===== config.mk =====
export PLATFORM = sky130hd
export DESIGN_NAME = alu_issue_ctrl
export DESIGN_NICKNAME = d
export VERILOG_FILES = /design/src/rtl/alu_pkg.sv /design/src/rtl/alu_cmd_fifo.sv /design/src/rtl/alu_issue_ctrl.sv
export SDC_FILE = /design/constraint.sdc
export NUM_CORES = 1
export LEC_CHECK = 0
export ABC_CLOCK_PERIOD_IN_PS = 5200
export CAP_MARGIN = 20
export CORE_UTILIZATION = 23
export CTS_CLUSTER_DIAMETER = 40
export CTS_CLUSTER_SIZE = 14
export DETAILED_ROUTE_END_ITERATION = 10
export GPL_ROUTABILITY_DRIVEN = 0
export PLACE_DENSITY_LB_ADDON = 0.08
export REMOVE_ABC_BUFFERS = 1
export SLEW_MARGIN = 20
export SYNTH_ARGS = -nofsm -noshare
export SYNTH_HDL_FRONTEND = slang
export SYNTH_HIERARCHICAL = 1
export SYNTH_SLANG_ARGS = --single-unit

===== constraint.sdc =====
create_clock -name CLK -period 5.2 [get_ports CLK]
set_input_delay 1.04 -clock CLK [delete_from_list [all_inputs] [get_ports CLK]]
set_output_delay 1.04 -clock CLK [all_outputs]
set_load 0.02 [all_outputs]

===== src/rtl/alu_pkg.sv =====
// Shared opcode, FSM state and width definitions for the ALU issue controller.
package alu_pkg;

  localparam int DEF_WIDTH = 16;

  localparam logic [2:0] OP_NOP  = 3'b000;
  localparam logic [2:0] OP_ADD  = 3'b001;
  localparam logic [2:0] OP_AND  = 3'b010;
  localparam logic [2:0] OP_OR   = 3'b011;
  localparam logic [2:0] OP_SLT  = 3'b100;
  localparam logic [2:0] OP_ADDA = 3'b101;
  localparam logic [2:0] OP_ANDA = 3'b110;
  localparam logic [2:0] OP_ORA  = 3'b111;

  localparam logic [1:0] ST_IDLE   = 2'b00;
  localparam logic [1:0] ST_ISSUE  = 2'b01;
  localparam logic [1:0] ST_WAIT   = 2'b10;
  localparam logic [1:0] ST_RETIRE = 2'b11;

  // The write-to-A opcodes take operand A from the accumulator.
  function automatic logic uses_acc(input logic [2:0] op);
    logic r;
    case (op)
      OP_ADDA, OP_ANDA, OP_ORA: r = 1'b1;
      default:                  r = 1'b0;
    endcase
    return r;
  endfunction

endpackage


===== src/rtl/alu_cmd_fifo.sv =====
// Synchronous command FIFO holding packed {opcode, A, B} entries.
// Occupancy is registered, so a pushed entry is visible the cycle after the push.
module alu_cmd_fifo #(
  parameter int DW    = 35,
  parameter int DEPTH = 4,
  parameter int CW    = $clog2(DEPTH) + 1
) (
  input  logic          clk,
  input  logic          rst,
  input  logic          push,
  input  logic          pop,
  input  logic [DW-1:0] wdata,
  output logic [DW-1:0] rdata,
  output logic          full,
  output logic          empty,
  output logic [CW-1:0] count
);

  localparam int AW = $clog2(DEPTH);

  logic [DW-1:0] mem_r [DEPTH];
  logic [AW-1:0] wr_ptr_r;
  logic [AW-1:0] rd_ptr_r;
  logic [CW-1:0] count_r;
  logic          do_push_s;
  logic          do_pop_s;

  assign full      = (count_r == CW'(DEPTH));
  assign empty     = (count_r == {CW{1'b0}});
  assign count     = count_r;
  assign rdata     = mem_r[rd_ptr_r];
  assign do_push_s = push & ~full;
  assign do_pop_s  = pop & ~empty;

  // Entry storage; contents need no reset because occupancy gates every read.
  always_ff @(posedge clk) begin
    if (do_push_s) begin
      mem_r[wr_ptr_r] <= wdata;
    end
  end

  // Pointers wrap naturally because DEPTH is a power of two.
  always_ff @(posedge clk) begin
    if (rst) begin
      wr_ptr_r <= {AW{1'b0}};
      rd_ptr_r <= {AW{1'b0}};
      count_r  <= {CW{1'b0}};
    end else begin
      if (do_push_s) begin
        wr_ptr_r <= wr_ptr_r + AW'(1);
      end
      if (do_pop_s) begin
        rd_ptr_r <= rd_ptr_r + AW'(1);
      end
      case ({do_push_s, do_pop_s})
        2'b10:   count_r <= count_r + CW'(1);
        2'b01:   count_r <= count_r - CW'(1);
        default: count_r <= count_r;
      endcase
    end
  end

endmodule


===== src/rtl/alu_issue_ctrl.sv =====
// Issues buffered requester commands to the ALU one at a time and returns results,
// chaining the write-to-A opcodes on an accumulator of the previous result.
module alu_issue_ctrl
  import alu_pkg::*;
#(
  parameter int WIDTH = DEF_WIDTH,
  parameter int DEPTH = 4,
  parameter int CW    = $clog2(DEPTH) + 1
) (
  input  logic             CLK,
  input  logic             RST,
  input  logic             Enable,
  input  logic             In_Valid,
  output logic             In_Ready,
  input  logic [2:0]       In_Opcode,
  input  logic [WIDTH-1:0] In_A,
  input  logic [WIDTH-1:0] In_B,
  output logic             Alu_Valid,
  input  logic             Alu_Ready,
  output logic [2:0]       Alu_Opcode,
  output logic [WIDTH-1:0] Alu_A,
  output logic [WIDTH-1:0] Alu_B,
  input  logic             Alu_Done,
  input  logic [WIDTH-1:0] Alu_Result,
  input  logic             Alu_CF,
  output logic             Out_Valid,
  input  logic             Out_Ready,
  output logic [2:0]       Out_Opcode,
  output logic [WIDTH-1:0] Out_Result,
  output logic             Out_CF,
  output logic [CW-1:0]    Count
);

  localparam int DW = 3 + 2 * WIDTH;

  logic [1:0]       state_r;
  logic [WIDTH-1:0] acc_r;
  logic             alu_valid_r;
  logic [2:0]       alu_op_r;
  logic [WIDTH-1:0] alu_a_r;
  logic [WIDTH-1:0] alu_b_r;
  logic             out_valid_r;
  logic [2:0]       out_op_r;
  logic [WIDTH-1:0] out_result_r;
  logic             out_cf_r;

  logic             push_s;
  logic             pop_s;
  logic             fifo_full_s;
  logic             fifo_empty_s;
  logic [DW-1:0]    head_s;
  logic [2:0]       head_op_s;
  logic [WIDTH-1:0] head_a_s;
  logic [WIDTH-1:0] head_b_s;

  assign In_Ready  = ~fifo_full_s;
  assign push_s    = In_Valid & ~fifo_full_s;
  assign pop_s     = (state_r == ST_IDLE) & Enable & ~fifo_empty_s;
  assign head_op_s = head_s[DW-1 -: 3];
  assign head_a_s  = head_s[2*WIDTH-1 -: WIDTH];
  assign head_b_s  = head_s[WIDTH-1:0];

  alu_cmd_fifo #(
    .DW    (DW),
    .DEPTH (DEPTH),
    .CW    (CW)
  ) u_fifo (
    .clk   (CLK),
    .rst   (RST),
    .push  (push_s),
    .pop   (pop_s),
    .wdata ({In_Opcode, In_A, In_B}),
    .rdata (head_s),
    .full  (fifo_full_s),
    .empty (fifo_empty_s),
    .count (Count)
  );

  // Issue FSM; NOPs are popped in IDLE without touching the ALU or the accumulator.
  always_ff @(posedge CLK) begin
    if (RST) begin
      state_r      <= ST_IDLE;
      acc_r        <= {WIDTH{1'b0}};
      alu_valid_r  <= 1'b0;
      alu_op_r     <= 3'b000;
      alu_a_r      <= {WIDTH{1'b0}};
      alu_b_r      <= {WIDTH{1'b0}};
      out_valid_r  <= 1'b0;
      out_op_r     <= 3'b000;
      out_result_r <= {WIDTH{1'b0}};
      out_cf_r     <= 1'b0;
    end else begin
      case (state_r)
        ST_IDLE: begin
          if (pop_s && (head_op_s != OP_NOP)) begin
            alu_op_r    <= head_op_s;
            alu_a_r     <= uses_acc(head_op_s) ? acc_r : head_a_s;
            alu_b_r     <= head_b_s;
            alu_valid_r <= 1'b1;
            state_r     <= ST_ISSUE;
          end
        end
        ST_ISSUE: begin
          if (Alu_Ready) begin
            alu_valid_r <= 1'b0;
            state_r     <= ST_WAIT;
          end
        end
        ST_WAIT: begin
          if (Alu_Done) begin
            out_result_r <= Alu_Result;
            acc_r        <= Alu_Result;
            out_cf_r     <= Alu_CF;
            out_op_r     <= alu_op_r;
            out_valid_r  <= 1'b1;
            state_r      <= ST_RETIRE;
          end
        end
        ST_RETIRE: begin
          if (Out_Ready) begin
            out_valid_r <= 1'b0;
            state_r     <= ST_IDLE;
          end
        end
        default: begin
          alu_valid_r <= 1'b0;
          out_valid_r <= 1'b0;
          state_r     <= ST_IDLE;
        end
      endcase
    end
  end

  assign Alu_Valid  = alu_valid_r;
  assign Alu_Opcode = alu_op_r;
  assign Alu_A      = alu_a_r;
  assign Alu_B      = alu_b_r;
  assign Out_Valid  = out_valid_r;
  assign Out_Opcode = out_op_r;
  assign Out_Result = out_result_r;
  assign Out_CF     = out_cf_r;

endmodule


Yosys cells after proc, flatten, opt, wreduce, memory -nomap -nowiden
Memory sizes are Yosys's and may differ from the RTL's. A register that Yosys moved wholly into a read port is not among the register bits.
Index checks and enable logic that the tools add are counted.
- flip-flop bits (word level): 66
- memory bits (writable): 140
- output and inout bits: 61
- logic and storage cells: 71
- memories: 1
- add/sub/neg operators: 4
- equal/unequal tests: 13
- muxes and demuxes: 21
- bitwise gates (word level): 7
- reductions and logical operators: 13
- memories (name ; words ; bits a word ; rd ports ; clocked after memory_dff ; write ports ; line ; text):
    u_fifo.mem_r ; 4 ; 35 ; 1 ; 1 ; 1 ; alu_cmd_fifo.sv:21 ; logic [DW-1:0] mem_r [DEPTH];
- operators with widths (cell ; count):
    $mux W16 ; 1
    $eq A3 B3 Y1 const B ; 4
    $mux W2 ; 6
    $mux W1 ; 10
    $pmux W2 S4 ; 1
    $eq A2 B2 Y1 const B ; 3
    $ne A2 B2 Y1 const B ; 3
    $pmux W3 S2 ; 1
    $reduce_and A3 Y1 ; 2
    $reduce_bool A2 Y1 ; 3
    $and A1 B1 Y1 ; 5
    $add A2 B1 Y2 const B ; 2
    $eq A2 B1 Y1 const B ; 2
    $pmux W1 S2 ; 2
    $reduce_and A2 Y1 ; 2
    $reduce_and A4 Y1 ; 1
    $add A3 B1 Y3 const B ; 1
    $logic_not A3 Y1 ; 1
    $reduce_bool A3 Y1 ; 1
    $reduce_or A3 Y1 ; 1
    $sub A3 B1 Y3 const B ; 1
    $logic_not A2 Y1 ; 1
    $ne A2 B1 Y1 const B ; 1
    $not A1 Y1 ; 2
    $logic_and A1 B1 Y1 ; 1

Depth between registers and ports, before layout
Gate-level depths: netlist of run 1.
- depth in word-level cells: 8
- mapped depth: 12
- gate-level depth less buffers: 11

Modules after synthesis
Netlist of run 1, hierarchy kept.
- modules (own cells, without submodules) (module ; instances ; cells an instance ; area an instance (um^2) ; sequential area each (um^2)):
    alu_cmd_fifo ; 1 ; 237 ; 5587.9 ; 4384.2
    alu_issue_ctrl ; 1 ; 279 ; 2401.1 ; 1181.1

Least setup slack after synthesis of run 1
No wires, ideal clock.
- path kind: input to register
- start: in In_Valid
- end: mem u_fifo.mem_r[0][0] (enable)
- arrival time: 2351 ps
- slack: 2454 ps
- cell stages on the path: 4
- path buffers: 0
- cell sequence: nor2b_1 inv_1 nor2_1 and2_1
- cells in the longest elaborated chain, start to end: 4
- RTL lines (item ; line ; text):
    from (decl) ; alu_issue_ctrl.sv:13 ; input logic In_Valid,
    $and A1 B1 Y1 ; alu_issue_ctrl.sv:57 ; assign push_s = In_Valid & ~fifo_full_s;
    $and A1 B1 Y1 ; alu_cmd_fifo.sv:32 ; assign do_push_s = push & ~full;
    $mux W1 ; alu_cmd_fifo.sv:37 ; if (do_push_s) begin
    $mux W1 (not written as such) ; alu_cmd_fifo.sv:38 ; mem_r[wr_ptr_r] <= wdata;
    to (decl) ; alu_cmd_fifo.sv:21 ;
Every way passes these cells.

==> impl_metrics.csv, run 1 <==
group,metric,value,unit
outcome,status,"completed",
global_route,track_usage,10.9,%
clock_tree,clkTransAtPathRegs,0.05,ns
final_layout,layout_common_cells,"edfxtp_1, clkdlybuf4s50_1, nand2_1, dfxtp_1, a21oi_1",
sta,finalClockSkew,0.0233,ns
logic_synthesis,yosysTopAreaCell,"edfxtp_1",
logic_synthesis,ys_ff_latch,208,
detailed_routing,ant_nets,0,
sta,period_share,60.8,%
sta,maxSlewViolCount,0,
flow_run,drv_cap,0,
sta,setup_viol,0,
power,finalPower,5.91,mW
setup_path,crit_required,5.62,ns
die,ios,120,
global_route,grt_max_degree,50,
logic_synthesis,synthesis.area,7990,µm²
logic_synthesis,ys_seq_area_share,69.7,%
setup_path,path_max_fanout,35,
final_layout,fillers,3383,
clock_tree,worst_skew_pair.late_latency,0.52,ns
sta,worst_pin_slew,1.06,ns
setup_path,cp_cell_sequence,"mux4_1, or3_4, nand2_1, nand2_1, a21oi_1",
setup_path,crit_family,"simple AND/OR/NAND/NOR gates",
clock_tree,cts_inserted_buffers,40,
detailed_routing,firstDrtPassIters,5,
sta,finalHoldViolations,0,
placed_design,dpl_worst_slack,1.79,ns
global_route,grt_pass1_vias,5016,
detailed_routing,wl_per_cell,16.9,µm
logic_synthesis,yosys-top-cells-area,"edfxtp_1, dfxtp_1, mux4_2",
die,die_x,188,µm
setup_path,cp_common_cell,"nand2_1",
clock_tree,clockBufferDepth,3,
final_layout,mostFrequentLayoutCell,"edfxtp_1",
die,initial_utilization,23.6,%
final_layout,nNetsFinal,719,
final_layout,drive_above_1_share,17.9,%
logic_synthesis,synth_cell_types,39,
global_route,overflow,0,
die,core,33900,µm²
die,rows,67,
global_route,grt_pass1_wl,29500,µm
min_path,holdCritPathClass,"reg2reg",
sta,period_minus_slack,3.16,ns
clock_tree,cts_tree,"yes",
clock_tree,ctsResizeCount,0,
power,p_leak,3.60,nW
placed_design,portBuffers,119,
detailed_routing,routed_via_density,4.10,
final_layout,final-instance-count-excl-fill,1130,
power,vdd_ir_drop_max,0.000208,V
sta,max_freq,316,MHz
clock_tree,cts.sinks,208,
setup_path,crit_arrival,3.58,ns
clock_tree,cts_root_buffer,"clkbuf_16",
detailed_routing,wirelength,19100,µm
logic_synthesis,synth_top_area_share,52.6,%
detailed_routing,first_iter_violations,133,
placed_design,dpl.cell_count,1056,
setup_path,path_buf_inv,0,
setup_path,crit_slowest_cell,"dfxtp_4",
sta,layout_setup_ws,2.04,ns
final_layout,diodes,0,
sta,max_slew_margin,29.0,%
setup_path,crit_path_end_kind,"flop",
setup_path,critPathLaunchType,"flop",
global_route,antenna_found_initial,0,
die,die_y,188,µm
clock_tree,postCtsSetupRepairBufs,0,
final_layout,multiInputGateArea,2180,µm²
setup_path,max_stage_delay,0.84,ns
final_layout,area_delta_synth_final,36.6,%
setup_path,timing_worst_setup_path_type,"reg2reg",
logic_synthesis,postSynthCellCount,516,
detailed_routing,drc,0,
power,pwr_density_cell,542,nW/µm²
die,die-area,35500,µm²
logic_synthesis,ys_warn_count,6,
logic_synthesis,syn-mean-instance-area,15.5,µm²
clock_tree,hold_buffers,0,
detailed_routing,num_vias,4634,
final_layout,ff_latch_area,5570,µm²
sta,rsz0062_at_grt,"no",
clock_tree,cts_htree_levels,2,
placed_design,dp_hpwl,11600,µm
sta,tns,0,ns
where the power goes:
part | leakage [nW] | switching, mW | internal [mW]
clock | 0.631 | 0.871 | 1.67
sequential | 1.84 | 0.162 | 2.01
combinational | 1.13 | 0.650 | 0.547
layout make-up:
class,count,share of cell area (%)
clock buffer,47,9.70
clock inverter,27,2.61
inverter,14,0.482
multi-input combinational,265,20.0
sequential,208,51.0
tap,448,5.14
timing repair buffer,121,11.0
cell families (layout without fill, tap and decap cells):
kind of cell,after synthesis,after routing,share of synthesized area (%)
flip-flops,208,208,69.7
AND/OR/NAND/NOR,126,126,6.75
AO/OA/AOI/OAI,74,74,6.20
multiplexers,52,52,12.2
buffers and inverters,43,209,3.16
adder cells (fa/ha/maj),10,10,1.66
XOR/XNOR,3,3,0.329
through the flow:
stage | hold slack [ns] | util, % | area, µm²
after floorplan | 0.452 | - | 7790
after global placement | 0.444 | 28.2 | 9560
after detailed placement | 0.450 | 28.3 | 9570
after CTS | 0.456 | 32.2 | 10900
after global routing | 0.469 | 32.2 | 10900
final | 0.454 | 32.2 | 10900
layer usage:
metal	wire, µm	part of all wire [%]	vias up	GRT usage [%]
met3	906	4.7	35	2.72
met1	8330	44	2274	13.0
met2	9420	49	113	19.0
li1	-	-	2212	-
met4	446	2.3	0	3.97
met5	0	0	-	0
Yosys cell counts (all sizes together):
cell type and n:
fa 1, o31ai 1, and3b 1, a21oi 44, and2 6, inv 14, ha 9, nor2 27
a22oi 2, o211ai 1, edfxtp 140, o21ai 5, nand3 2, mux4 35, mux2i 17, a2bb2oi 1
nor3b 1, or3 4, nor2b 1, nand2b 3, dfxtp 68, clkbuf 12, buf 17, a21o 2
a222oi 1, nand2 79, nor3 2, a211oi 17, xor2 3
final timing paths:
check / start / end / slack, ns / depth (start not counted)
hold reg to reg: Alu_B[2]$_SDFFE_PP0P_ / Alu_B[2]$_SDFFE_PP0P_ / 0.45 / 2
setup reg to reg: flop / Alu_B[4]$_SDFFE_PP0P_ / 2.04 / 5
hold / removal: Alu_B[2]$_SDFFE_PP0P_ / Alu_B[2]$_SDFFE_PP0P_ / 0.45 / 2
setup / recovery: flop / Alu_B[4]$_SDFFE_PP0P_ / 2.04 / 5
worst reg2reg max path, delay by kind of cell, from the launching register on:
| family | cells | cell delay (ns) |
|---|---|---|
| and+or+nand+nor | 3 | 1.28 |
| DFF | 1 | 0.84 |
| muxes | 1 | 0.79 |
| AOI/OAI and AO/OA | 1 | 0.18 |
sequential cells by signal, summed over array words and instances, names as in the netlist, named ones only:
register / cells
u_fifo/mem_r: 140
Alu_A: 16
Alu_B: 16
Out_Result: 16
Alu_Opcode: 3
Out_Opcode: 3
u_fifo/count: 3
state_r: 2
u_fifo/rd_ptr_r: 2
u_fifo/wr_ptr_r: 2
Alu_Valid: 1
Out_CF: 1
Out_Valid: 1
Note: power is estimated with default switching activity, not from simulation.
==> run 2: changes to the inputs <==
--- a/config.mk
+++ b/config.mk
@@ -5,7 +5,7 @@
 export SDC_FILE = /design/constraint.sdc
 export NUM_CORES = 1
 export LEC_CHECK = 0
-export ABC_CLOCK_PERIOD_IN_PS = 5200
+export ABC_CLOCK_PERIOD_IN_PS = 2680
 export CAP_MARGIN = 20
 export CORE_UTILIZATION = 23
 export CTS_CLUSTER_DIAMETER = 40
==> constraint.sdc (replaced) <==
create_clock -name CLK -period 2.68 [get_ports CLK]
set_input_delay 0.536 -clock CLK [delete_from_list [all_inputs] [get_ports CLK]]
set_output_delay 0.536 -clock CLK [all_outputs]
set_load 0.02 [all_outputs]
==> run 2 against run 1 <==
  * Die area unchanged
  * Non-clock buffer count grew 21
  * Cell count increased by 1.9%
  * Wire length increased by 4.2%
  * Utilization grew 0.83 points
  * Global-route usage up 0.36 points
  * Critical path depth shrank 2
  * Clock power increased by 98%
  * Sequential power is 90% higher
  * Sequential share of layout area is 1.3 points lower
  * Sequential cell count did not move
  * Critical endpoint is now In_Ready
  * Largest cell class unchanged
  * Largest power group unchanged
  * Highest routed layer unchanged
==> impl_metrics.csv, run 2 (synthesis gave the netlist of run 1 again) <==
group,metric,value,unit
sta,finalClockSkew,0.0249,ns
setup_path,crit_arrival,1.84,ns
sta,max_slew_margin,57.9,%
die,die_x,188,µm
setup_path,max_stage_delay,0.54,ns
clock_tree,clockBufferDepth,3,
placed_design,place_area,9810,µm²
clock_tree,cts_root_buffer,"clkbuf_16",
sta,rsz0062_at_grt,"no",
sta,finalHoldViolations,0,
clock_tree,cts_inserted_buffers,41,
placed_design,dpl_worst_slack,0.00130,ns
detailed_routing,wl_per_cell,17.3,µm
global_route,grt_pass1_wl,30000,µm
placed_design,dpl.cell_count,1077,
clock_tree,hold_buffers,0,
final_layout,drive_above_1_share,19.6,%
clock_tree,postCtsSetupRepairBufs,0,
setup_path,timing_worst_setup_path_type,"reg2out",
die,ios,120,
clock_tree,cts_tree,"yes",
final_layout,ff_latch_area,5570,µm²
setup_path,crit_path_end,"In_Ready",
clock_tree,worst_skew_pair.late_latency,0.51,ns
global_route,grt_pass1_vias,5154,
sta,maxSlewViolCount,0,
power,p_leak,3.77,nW
global_route,track_usage,11.3,%
sta,layout_setup_ws,0.302,ns
final_layout,nNetsFinal,741,
setup_path,cp_cell_sequence,"nor3b_2, inv_1, clkdlybuf4s50_1",
die,initial_utilization,23.6,%
detailed_routing,num_vias,4780,
sta,setup_viol,0,
global_route,grt_max_degree,36,
die,die_y,188,µm
setup_path,rr_worst_depth,11,
final_layout,mostFrequentLayoutCell,"edfxtp_1",
detailed_routing,ant_nets,0,
detailed_routing,wirelength,19900,µm
flow_run,drv_cap,0,
clock_tree,cts.sinks,208,
final_layout,stdcell_area,11200,µm²
die,core,33900,µm²
power,pwr_density_cell,1050,nW/µm²
setup_path,crit_slowest_cell,"clkdlybuf4s50_1",
placed_design,dp_hpwl,12700,µm
final_layout,multiInputGateArea,2180,µm²
setup_path,regToRegSetupSlack,0.34,ns
setup_path,r2r_start,"state_r[1]$_SDFFE_PP0P_",
global_route,antenna_found_initial,1,
setup_path,path_max_fanout,6,
sta,period_share,88.7,%
sta,worst_pin_slew,0.632,ns
final_layout,fillers,3371,
final_layout,top_register,"u_fifo/mem_r",
clock_tree,ctsResizeCount,0,
detailed_routing,routed_via_density,4.15,
final_layout,largest_register_ffs,140,
clock_tree,cts_htree_levels,2,
final_layout,layout_common_cells,"edfxtp_1, clkdlybuf4s50_1, nand2_1, dfxtp_1, a21oi_1",
sta,max_freq,421,MHz
final_layout,area_delta_synth_final,40.1,%
setup_path,crit_required,2.14,ns
outcome,status,"completed",
setup_path,crit_path_end_kind,"output port",
clock_tree,clkTransAtPathRegs,0.04,ns
setup_path,critPathLaunchType,"flop",
placed_design,portBuffers,119,
detailed_routing,firstDrtPassIters,4,
detailed_routing,drc,0,
sta,whs,0.450,ns
global_route,overflow,0,
setup_path,startpoint,"u_fifo/count[2]$_SDFFE_PP0P_",
sta,period_minus_slack,2.38,ns
setup_path,r2r_end,"u_fifo/count[2]$_SDFFE_PP0P_",
detailed_routing,first_iter_violations,121,
die,rows,67,
final_layout,final-instance-count-excl-fill,1152,
min_path,holdCritPathClass,"reg2reg",
die,die-area,35500,µm²
power,vdd_ir_drop_max,0.000425,V
sta,tns,0,ns
==> run 2: critical path, delay by kind of cell, from the launching register on <==
| family | cells | cell delay [ns] |
|---|---|---|
| buf+inv | 2 | 0.61 |
| flops | 1 | 0.43 |
| simple gates | 1 | 0.32 |
==> run 2: worst min-delay path by stage <==
stage / start / end / slack (ns) / cells past startpoint
final: Alu_B[15]$_SDFFE_PP0P_ / Alu_B[15]$_SDFFE_PP0P_ / 0.45 / 2
after floorplan: u_fifo/rd_ptr_r[1]$_SDFFE_PP0P_ / flop / 0.45 / 2
after CTS: Alu_B[15]$_SDFFE_PP0P_ / Alu_B[15]$_SDFFE_PP0P_ / 0.45 / 2
after global placement: Out_CF$_SDFFE_PP0P_ / Out_CF$_SDFFE_PP0P_ / 0.44 / 2
after detailed placement: Alu_B[15]$_SDFFE_PP0P_ / Alu_B[15]$_SDFFE_PP0P_ / 0.45 / 2
after global routing: Alu_B[15]$_SDFFE_PP0P_ / Alu_B[15]$_SDFFE_PP0P_ / 0.48 / 2
==> run 2: area by class of cell <==
cell class	instances	area share [%]
antenna	1	0.0224
clock buffer	61	10.8
clock inverter	13	1.62
inverter	14	0.469
multi-input combinational	265	19.4
sequential	208	49.8
tap	448	5.01
timing repair buffer	142	12.9
==> run 2: routing by layer <==
metal | wire length (µm) | track usage, % | vias up | part of all wire, %
li1 | - | - | 2248 | -
met1 | 8390 | 13.2 | 2365 | 42
met2 | 10000 | 19.8 | 121 | 50
met3 | 969 | 2.89 | 46 | 4.9
met4 | 524 | 4.13 | 0 | 2.6
met5 | 0 | 0 | - | 0
==> run 2: report_power, final <==
group          leakage, nW  switching (mW)  internal [mW]  total, mW
clock                0.673            1.56           3.47       5.03
sequential            1.84           0.225           3.90       4.12
combinational         1.26            1.40           1.19       2.59
==> run 2: metrics by stage <==
stage               utilization (%)  power, mW
global route                   33.0       12.3
finish                         33.1       11.7
CTS                            33.0       12.0
global placement               29.0       6.81
detailed placement             29.0       6.85
floorplan                         -       5.63
==> run 3: changes to the inputs <==
--- a/config.mk
+++ b/config.mk
@@ -17,5 +17,4 @@
 export SLEW_MARGIN = 20
 export SYNTH_ARGS = -nofsm -noshare
 export SYNTH_HDL_FRONTEND = slang
-export SYNTH_HIERARCHICAL = 1
 export SYNTH_SLANG_ARGS = --single-unit
==> run 3 against run 2 <==
  * Sequential share of layout area up 0.95 points
  * Critical path depth fell by 1
  * Cell count shrank 2.3%
  * Maximum frequency is 2.0% lower
  * Area after synthesis decreased by 1.5%
  * Largest cell class unchanged
  * Clock-buffer cell count decreased by 13
  * Combinational power rose by 13%
  * Via count is 2.7% lower
  * Highest routed layer is now met5
==> impl_metrics.csv, run 3 <==
group,metric,value,unit
detailed_routing,wl_per_cell,17.5,µm
outcome,status,"completed",
global_route,grt_pass1_wl,30000,µm
die,core,33600,µm²
setup_path,crit_path_end,"In_Ready",
logic_synthesis,synthAdderAreaFrac,1.69,%
detailed_routing,wirelength,19800,µm
detailed_routing,first_iter_violations,169,
global_route,grt_max_degree,37,
clock_tree,cts_inserted_buffers,37,
logic_synthesis,yosys.area_share.xor_xnor,0.557,%
logic_synthesis,synth_compound_area_share,6.57,%
final_layout,mostFrequentLayoutCell,"edfxtp_1",
setup_path,startpoint,"u_fifo.count[2]$_SDFFE_PP0P_",
flow_run,drv_cap,0,
logic_synthesis,synthesis.area,7870,µm²
global_route,grt_pass1_vias,4995,
logic_synthesis,ys_warn_count,0,
power,p_leak,3.65,nW
final_layout,nNetsFinal,717,
min_path,holdCritPathClass,"reg2reg",
detailed_routing,firstDrtPassIters,6,
logic_synthesis,syn-mean-instance-area,15.7,µm²
power,vdd_ir_drop_max,0.000362,V
global_route,track_usage,11.4,%
placed_design,dpl_worst_slack,0.0703,ns
logic_synthesis,yosys-top-cells-area,"edfxtp_1, dfxtp_1, mux4_2",
power,cell_internal_pwr,8.54,mW
detailed_routing,ant_nets,0,
logic_synthesis,ys_seq_area_share,70.7,%
logic_synthesis,ys_ff_latch,208,
logic_synthesis,yosys.area_share.simple,6.22,%
sta,max_slew_margin,43.7,%
sta,period_share,90.5,%
setup_path,path_max_fanout,6,
sta,period_minus_slack,2.43,ns
sta,maxSlewViolCount,0,
logic_synthesis,synth_top_family_by_area,"multiplexers",
clock_tree,worst_skew_pair.late_latency,0.50,ns
power,seqPwrFrac,35.1,%
sta,finalHoldViolations,0,
final_layout,ff_latch_area,5570,µm²
sta,max_freq,412,MHz
logic_synthesis,synth_edf_count,140,
logic_synthesis,synth-main-ff-cell,"edfxtp_1",
die,die_x,187,µm
clock_tree,ctsResizeCount,0,
die,ios,120,
die,die-area,34900,µm²
logic_synthesis,yosys-mux-area-fraction,12.2,%
logic_synthesis,synth_most_common_cell,"edfxtp_1",
setup_path,critPathLaunchType,"flop",
placed_design,portBuffers,119,
logic_synthesis,yosysTopAreaCell,"edfxtp_1",
min_path,hp-start,"Out_CF$_SDFFE_PP0P_",
clock_tree,cts_htree_levels,2,
setup_path,r2r_end,"u_fifo.count[2]$_SDFFE_PP0P_",
final_layout,top_register,"u_fifo.mem_r",
clock_tree,clockBufferDepth,3,
placed_design,place_area,9680,µm²
global_route,overflow,0,
setup_path,cp_cell_sequence,"or3b_1, clkdlybuf4s50_1",
logic_synthesis,synth_top_area_share,53.4,%
final_layout,layout_common_cells,"edfxtp_1, clkdlybuf4s50_1, nand2_1, dfxtp_1",
detailed_routing,drc,0,
clock_tree,cts_tree,"yes",
setup_path,crit_arrival,1.89,ns
logic_synthesis,async_flop_share,0,%
clock_tree,postCtsSetupRepairBufs,0,
die,rows,67,
setup_path,crit_path_end_kind,"output port",
sta,finalClockSkew,0.0156,ns
die,initial_utilization,23.4,%
power,power_frac_clock,40.3,%
placed_design,dp_hpwl,11800,µm
setup_path,max_stage_delay,0.57,ns
clock_tree,cts.sinks,208,
final_layout,fillers,3294,
clock_tree,hold_buffers,0,
detailed_routing,num_vias,4650,
die,die_y,187,µm
final_layout,largest_register_ffs,140,
power,power_frac_comb,24.6,%
logic_synthesis,synth_cell_types,39,
setup_path,timing_worst_setup_path_type,"reg2out",
final_layout,multiInputGateArea,2150,µm²
logic_synthesis,postSynthCellCount,502,
power,pwr_density_cell,1080,nW/µm²
clock_tree,clkTransAtPathRegs,0.05,ns
sta,worst_pin_slew,0.844,ns
final_layout,drive_above_1_share,19.2,%
sta,layout_setup_ws,0.255,ns
setup_path,r2r_start,"u_fifo.count[0]$_SDFFE_PP0P_",
power,switching_share,28.3,%
setup_path,crit_slowest_cell,"clkdlybuf4s50_1",
setup_path,regToRegSetupSlack,0.45,ns
setup_path,rr_worst_depth,8,
final_layout,stdcell_area,11000,µm²
clock_tree,cts_root_buffer,"clkbuf_16",
final_layout,area_delta_synth_final,39.6,%
sta,setup_viol,0,
detailed_routing,routed_via_density,4.13,
sta,rsz0062_at_grt,"no",
power,switchingPower,3.37,mW
setup_path,crit_required,2.14,ns
global_route,antenna_found_initial,3,
logic_synthesis,yosys-top-cells-count,"edfxtp_1, nand2_1, dfxtp_1",
## run 3: metrics by stage
stage / std cells / TNS [ns] / hold slack (ns) / util [%] / total power, mW
finish: 1126 / 0 / 0.454 / 32.7 / 11.9
global route: 1125 / 0 / 0.476 / 32.7 / 12.5
CTS: 1125 / 0 / 0.457 / 32.7 / 12.2
detailed placement: 1057 / 0 / 0.449 / 28.8 / 7.27
global placement: 1057 / 0 / 0.441 / 28.8 / 7.21
floorplan: 475 / -34.29 / 0.463 / - / 5.98
## run 3: kinds of logic (layout without fill, tap and decap cells)
logic type,count (synthesis),count (layout)
flip-flops,208,208
AND/OR/NAND/NOR,120,120
AO/OA/AOI/OAI,73,73
multiplexers,52,52
buffers and inverters,34,209
adder cells (fa/ha/maj),10,10
XOR/XNOR,5,5
other,0,1
## run 3: how the worst min path moves through the flow
stage	end	cells after the start
after floorplan	u_fifo.wr_ptr_r[1]$_SDFFE_PP0P_	2
after global placement	Out_CF$_SDFFE_PP0P_	2
after detailed placement	Alu_B[5]$_SDFFE_PP0P_	2
after CTS	Out_CF$_SDFFE_PP0P_	2
after global routing	Alu_B[9]$_SDFFE_PP0P_	2
final	Out_CF$_SDFFE_PP0P_	2
## run 3: layout make-up
cell class | instances | share of cell area, %
Antenna cell | 1 | 0.0228
Clock buffer | 48 | 9.65
Clock inverter | 20 | 2.21
Inverter | 7 | 0.239
Multi-Input combinational cell | 260 | 19.5
Sequential cell | 208 | 50.7
Tap cell | 448 | 5.10
Timing Repair Buffer | 134 | 12.5
## run 3: routing by layer
metal	share of wire, %	track usage, %	up-vias
li1	-	-	2199
met1	45	14.5	2268
met2	47	18.8	138
met3	5.6	3.19	41
met4	2.1	3.75	4
met5	0.12	0	-
## run 3: critical path: cells and delay by family (launching register included)
family,cells,cell delay (ns)
buf+inv,1,0.57
simple gates,1,0.45
flops,1,0.38
## run 3: power by group through the flow
stage / combinational (mW) / clock, mW / sequential [mW]
after global routing: 3.20 / 5.08 / 4.24
after CTS: 3.02 / 4.95 / 4.20
after global placement: 2.97 / 0 / 4.24
final: 2.93 / 4.80 / 4.18
after floorplan: 1.45 / 0 / 4.53
after detailed placement: 3.01 / 0 / 4.25
